===== src/rtl/div.sv =====
// ---------------------------------------------------------------------------
// div -- multi-cycle 32-bit integer divider (restoring, one quotient bit per
// cycle) for the EX stage DIV/DIVU path.
//
// Ports:
//   clk           clock, all state changes on the rising edge
//   rst           synchronous active-high reset
//   signed_div_i  1 = signed divide, 0 = unsigned divide
//   opdata1_i     dividend
//   opdata2_i     divisor
//   start_i       request, held high by EX until ready_o is seen
//   annul_i       abort the current operation (pipeline flush)
//   result_o      {remainder, quotient}, valid only while ready_o = 1
//   ready_o       result valid (registered)
//
// Handshake: EX raises start_i with stable operands and keeps it high until
// it observes ready_o = 1; it then drops start_i, which returns the block to
// FREE on the next edge. Dropping start_i early (or annul_i) aborts.
//
// Optional feature: define DIV_ZERO_SHORTCUT_EN to build the BYZERO state,
// which answers a zero divisor with 64'h0 after two edges. Without it a zero
// divisor runs the full 32 steps like any other operand pair.
// ---------------------------------------------------------------------------
module div (
    input  logic        clk,
    input  logic        rst,
    input  logic        signed_div_i,
    input  logic [31:0] opdata1_i,
    input  logic [31:0] opdata2_i,
    input  logic        start_i,
    input  logic        annul_i,
    output logic [63:0] result_o,
    output logic        ready_o
);

    typedef enum logic [1:0] {
        ST_FREE   = 2'd0,
        ST_BYZERO = 2'd1,
        ST_ON     = 2'd2,
        ST_END    = 2'd3
    } state_e;

    state_e      state_q;
    logic [4:0]  cnt_q;
    logic [31:0] dvd_q;      // dividend bits shift out the top, quotient bits in at the bottom
    logic [31:0] dvs_q;      // divisor magnitude
    logic [31:0] rem_q;      // partial remainder
    logic        neg_quo_q;
    logic        neg_rem_q;
    logic [63:0] result_q;
    logic        ready_q;

    logic [31:0] mag1;
    logic [31:0] mag2;
    logic [32:0] trial;
    logic [31:0] rem_d;
    logic [31:0] dvd_d;
    logic [31:0] quo_fix;
    logic [31:0] rem_fix;

    // Operand magnitudes; 0x80000000 negates to itself and is then treated
    // as an unsigned magnitude, which gives the right answer.
    always_comb begin
        mag1 = (signed_div_i && opdata1_i[31]) ? (~opdata1_i + 32'd1) : opdata1_i;
        mag2 = (signed_div_i && opdata2_i[31]) ? (~opdata2_i + 32'd1) : opdata2_i;
    end

    // One restoring step: a non-negative trial difference commits and
    // produces a 1 quotient bit, otherwise the shifted remainder is kept.
    always_comb begin
        trial = {rem_q, dvd_q[31]} - {1'b0, dvs_q};
        if (!trial[32]) begin
            rem_d = trial[31:0];
            dvd_d = {dvd_q[30:0], 1'b1};
        end else begin
            rem_d = {rem_q[30:0], dvd_q[31]};
            dvd_d = {dvd_q[30:0], 1'b0};
        end
        quo_fix = neg_quo_q ? (~dvd_d + 32'd1) : dvd_d;
        rem_fix = neg_rem_q ? (~rem_d + 32'd1) : rem_d;
    end

    always_ff @(posedge clk) begin
        if (rst) begin
            state_q   <= ST_FREE;
            cnt_q     <= 5'd0;
            dvd_q     <= 32'd0;
            dvs_q     <= 32'd0;
            rem_q     <= 32'd0;
            neg_quo_q <= 1'b0;
            neg_rem_q <= 1'b0;
            result_q  <= 64'd0;
            ready_q   <= 1'b0;
        end else begin
            case (state_q)
                ST_FREE: begin
                    if (start_i && !annul_i) begin
`ifdef DIV_ZERO_SHORTCUT_EN
                        if (opdata2_i == 32'd0) begin
                            state_q <= ST_BYZERO;
                        end else begin
                            state_q <= ST_ON;
                        end
`else
                        state_q <= ST_ON;
`endif
                        dvd_q     <= mag1;
                        dvs_q     <= mag2;
                        rem_q     <= 32'd0;
                        cnt_q     <= 5'd0;
                        neg_quo_q <= signed_div_i && (opdata1_i[31] ^ opdata2_i[31]);
                        neg_rem_q <= signed_div_i && opdata1_i[31];
                    end
                end
`ifdef DIV_ZERO_SHORTCUT_EN
                ST_BYZERO: begin
                    if (annul_i || !start_i) begin
                        state_q <= ST_FREE;
                        dvd_q   <= 32'd0;
                        dvs_q   <= 32'd0;
                        rem_q   <= 32'd0;
                    end else begin
                        state_q  <= ST_END;
                        result_q <= 64'd0;
                        ready_q  <= 1'b1;
                    end
                end
`endif
                ST_ON: begin
                    if (annul_i || !start_i) begin
                        state_q <= ST_FREE;
                        cnt_q   <= 5'd0;
                        dvd_q   <= 32'd0;
                        dvs_q   <= 32'd0;
                        rem_q   <= 32'd0;
                    end else begin
                        rem_q <= rem_d;
                        dvd_q <= dvd_d;
                        cnt_q <= cnt_q + 5'd1;
                        if (cnt_q == 5'd31) begin
                            state_q  <= ST_END;
                            result_q <= {rem_fix, quo_fix};
                            ready_q  <= 1'b1;
                        end
                    end
                end
                ST_END: begin
                    // annul_i is deliberately ignored here: the result is
                    // already architecturally complete.
                    if (!start_i) begin
                        state_q  <= ST_FREE;
                        result_q <= 64'd0;
                        ready_q  <= 1'b0;
                    end
                end
                default: begin
                    state_q <= ST_FREE;
                end
            endcase
        end
    end

    assign result_o = result_q;
    assign ready_o  = ready_q;

endmodule


===== config.mk =====
export PLATFORM = sky130hd
export DESIGN_NAME = div
export DESIGN_NICKNAME = d
export VERILOG_FILES = /design/src/rtl/div.sv
export SDC_FILE = /design/constraint.sdc
export NUM_CORES = 1
export LEC_CHECK = 0
export ABC_CLOCK_PERIOD_IN_PS = 5500
export BUFFER_PORTS_ARGS = -buffer_cell sky130_fd_sc_hd__buf_2
export CAP_MARGIN = 20
export CORE_ASPECT_RATIO = 0.9
export CORE_MARGIN = 2
export CORE_UTILIZATION = 39
export CTS_BUF_LIST = sky130_fd_sc_hd__clkbuf_16
export DETAILED_ROUTE_END_ITERATION = 12
export PLACE_DENSITY = 0.63
export SLEW_MARGIN = 10
export SYNTH_ARGS = -nofsm -noshare
export SYNTH_HDL_FRONTEND = slang
export SYNTH_SLANG_ARGS = --single-unit

===== constraint.sdc =====
create_clock -name clk -period 5.5 [get_ports clk]
set_input_delay 0.55 -clock clk [delete_from_list [all_inputs] [get_ports clk]]
set_output_delay 0.55 -clock clk [all_outputs]
set_load 0.01 [all_outputs]

==> qor.yml <==
syn-cell-area_um2: 11400
synth-async-reset-ratio: 0
synthFlopType: "dfxtp_1"
slowest_delay_ps: 520
total_power_w: 0.00348
cp_data_required_time_ps: 5830
die_h_um: 166
finalSetupViolCount: 0
cp_cell_sequence: "inv_1 -> ha_1 -> fa_1 -> nand2b_1 -> a211oi_2 -> o31a_1 -> o211ai_1 -> and3_1 -> nor2_4 -> clkinv_2 -> nand2_1 -> o21ai_0 -> inv_1 -> ha_1 -> inv_1 -> nor4_1 -> a31oi_1 -> o41ai_1 -> xor2_1 -> a22o_1"
power.density_nw_per_um2: 270
postRouteAntennaNets: 0
drive_above_1_share: 0.135
fin_area_um2: 12900
outcome: "complete, no violations"
clock-sinks: 170
crit_top_cell: "inv_1"
ys_seq_elements: 170
synth_top_area_share: 0.299
cts_max_path_buffers: 2
min_period_over_period: 0.877
antenna_found_initial: 5
area_delta_synth_final_pct: 13.4
placed_area_um2: 12200
syn_inst: 1478
synth_edf_count: 0
avgSynthCellArea_um2: 7.69
avgViaCountPerCell: 5.81
pin_count: 134
core_area_um2: 28800
clk_latency_ps: 440
die_area_um2: 30500
grt_pass1_wl_mm: 55.6
rr_worst_depth: 20
grt_max_degree: 92
drtPass1Iterations: 6
ff2ff_setup_slack_ps: 680
endpoint_kind: "flop"
place_ws_ps: 808
synth_cell_types: 80
overflow: 0
slew-limit-headroom: 0.309
hold_viol_final: 0
track_usage: 0.226
slew_viol_final: 0
synth_nets: 1586
start_kind: "flop"
fill_cells: 2999
cts_setup_buffers: 0
synth-seq-area-share: 0.299
n_antenna_cell: 0
cts_root_buf: "clkbuf_16"
cts_resized: 0
initial_core_util: 0.395
arrival_ps: 5150
wl_per_cell_um: 18.2
crit_type: "reg -> reg"
htreeDepth: 4
setup-tns-final_ps: 0
grt_pass1_vias: 10106
path_depth: 20
yosys_warnings: 0
drv_cap: 0
place.gp.congestion: 0.894
dr.first_iter.drc_count: 1037
netlist.top_cell.by_area: "dfxtp_1"
critical_path.top_delay_family: "compound AO/OA/AOI/OAI gates"
vias: 11199
nNetsFinal: 1659
fmax_ghz: 0.207
cts_made_buffers: 17
cts_tree: "done"
finalClockSkew_ps: 12.9
slowest_stage: "nor4_1"
row_count: 59
ir_drop_mv: 0.198
rsz0062_at_grt: "no"
cp_max_fo: 8
wl_mm: 35.1
port-buffer-count: 133
finalCriticalPeriod_ps: 4820
die_w_um: 184
hold_buffers: 0
drcViolationCount: 0
critical_path_buf_inv_count: 4
layout_setup_ws_ps: 679
hold_class: "in -> reg"
hpwl_mm: 26.3
timing.hold.ws_ps: 415
hold_depth: 2
yosysMostFrequentCell: "nor2_1"
leakage_nw: 5.13
yosys-top-cells-area: "dfxtp_1 30%, xnor2_1 6.2%, nor2_1 5.9%, xor2_1 4.6%, nand2_1 4.5%"
synthTopCellsByCount: "180 x nor2_1, 170 x dfxtp_1, 136 x nand2_1"
tightestPinTransition_ps: 1040
clk_pin_slew_ps: 70
[stage by stage]
stage / cells / util
floorplan: 1478 / -
global placement: 1896 / 0.425
detailed placement: 1896 / 0.425
CTS: 1926 / 0.446
global route: 1928 / 0.448
finish: 1928 / 0.448
[routing by layer]
layer  global-route usage  share of wire  vias to the layer above
met3               0.0524          0.086                       39
met2                0.299           0.38                      373
met1                0.361           0.51                     5264
met4               0.0536          0.015                        8
li1                     -              -                     5515
met5                    0         0.0012                        -
[worst reg2reg max path, stage by stage (launching register included)]
cell      delay, ps
dfxtp_1         380
inv_1            60
ha_1            220
fa_1            400
nand2b_1        190
a211oi_2        380
o31a_1          240
o211ai_1        120
and3_1          250
nor2_4          100
clkinv_2        130
nand2_1          90
o21ai_0         150
inv_1           100
ha_1            210
inv_1            90
nor4_1          520
a31oi_1         310
o41ai_1         450
xor2_1          130
a22o_1          210
[logic make-up (layout without fill, tap and decap cells)]
group                      after synthesis  after routing  synth area share
AOI/OAI and AO/OA                      419            419             0.252
xor gates and xnor gates               140            140             0.108
DFF                                    170            170             0.299
buffers and inverters                  141            225            0.0493
and+or+nand+nor                        548            548             0.228
muxes                                   21             21            0.0189
adders and majority gates               39             39            0.0436
[flip-flops by register name, summed over array words and instances, names as in the netlist]
register and flops:
ready_o 1, cnt_q 5, neg_rem_q 1, dvs_q 32
neg_quo_q 1, result_o 64, state_q 2, dvd_q 32
rem_q 32
[cell usage in the layout (no fill, tap or decap), types with 18 or more instances in the layout]
master and instances:
nor2_1 178, nor3_1 64, or3_1 19, a22o_1 35, mux2i_1 19, nand3_1 40, a21oi_1 95, a221oi_1 31
inv_1 49, a22oi_1 43, nor4_1 19, xor2_1 60, o21ai_0 79, nor2b_1 18, xnor2_1 80, ha_1 38
nand2_1 136, buf_2 132, o31ai_1 23, dfxtp_1 170
[power by group]
| group | total [W] | internal (W) | switching [W] |
|---|---|---|---|
| clock | 0.00128 | 0.000753 | 0.000528 |
| sequential | 0.00132 | 0.00127 | 0.0000511 |
| combinational | 0.000886 | 0.000314 | 0.000571 |
| total | 0.00348 | 0.00233 | 0.00115 |
[worst paths after layout]
check,startpoint,end
setup / recovery,dvd_q[31],result_o[60]
hold reg to reg,result_o[45],result_o[45]
hold / removal,start_i,state_q[1]
setup reg to reg,dvd_q[31],result_o[60]
[area by class of cell]
type | count | area [um2] | share of cell area
Clock buffer | 17 | 425 | 0.0330
Clock inverter | 13 | 178 | 0.0138
Inverter | 48 | 181 | 0.0141
Multi-Input combinational cell | 1167 | 7440 | 0.577
Sequential cell | 170 | 3400 | 0.264
Tap cell | 366 | 458 | 0.0355
Timing Repair Buffer | 147 | 801 | 0.0621
No activity file was read; power rests on OpenSTA's default activity.
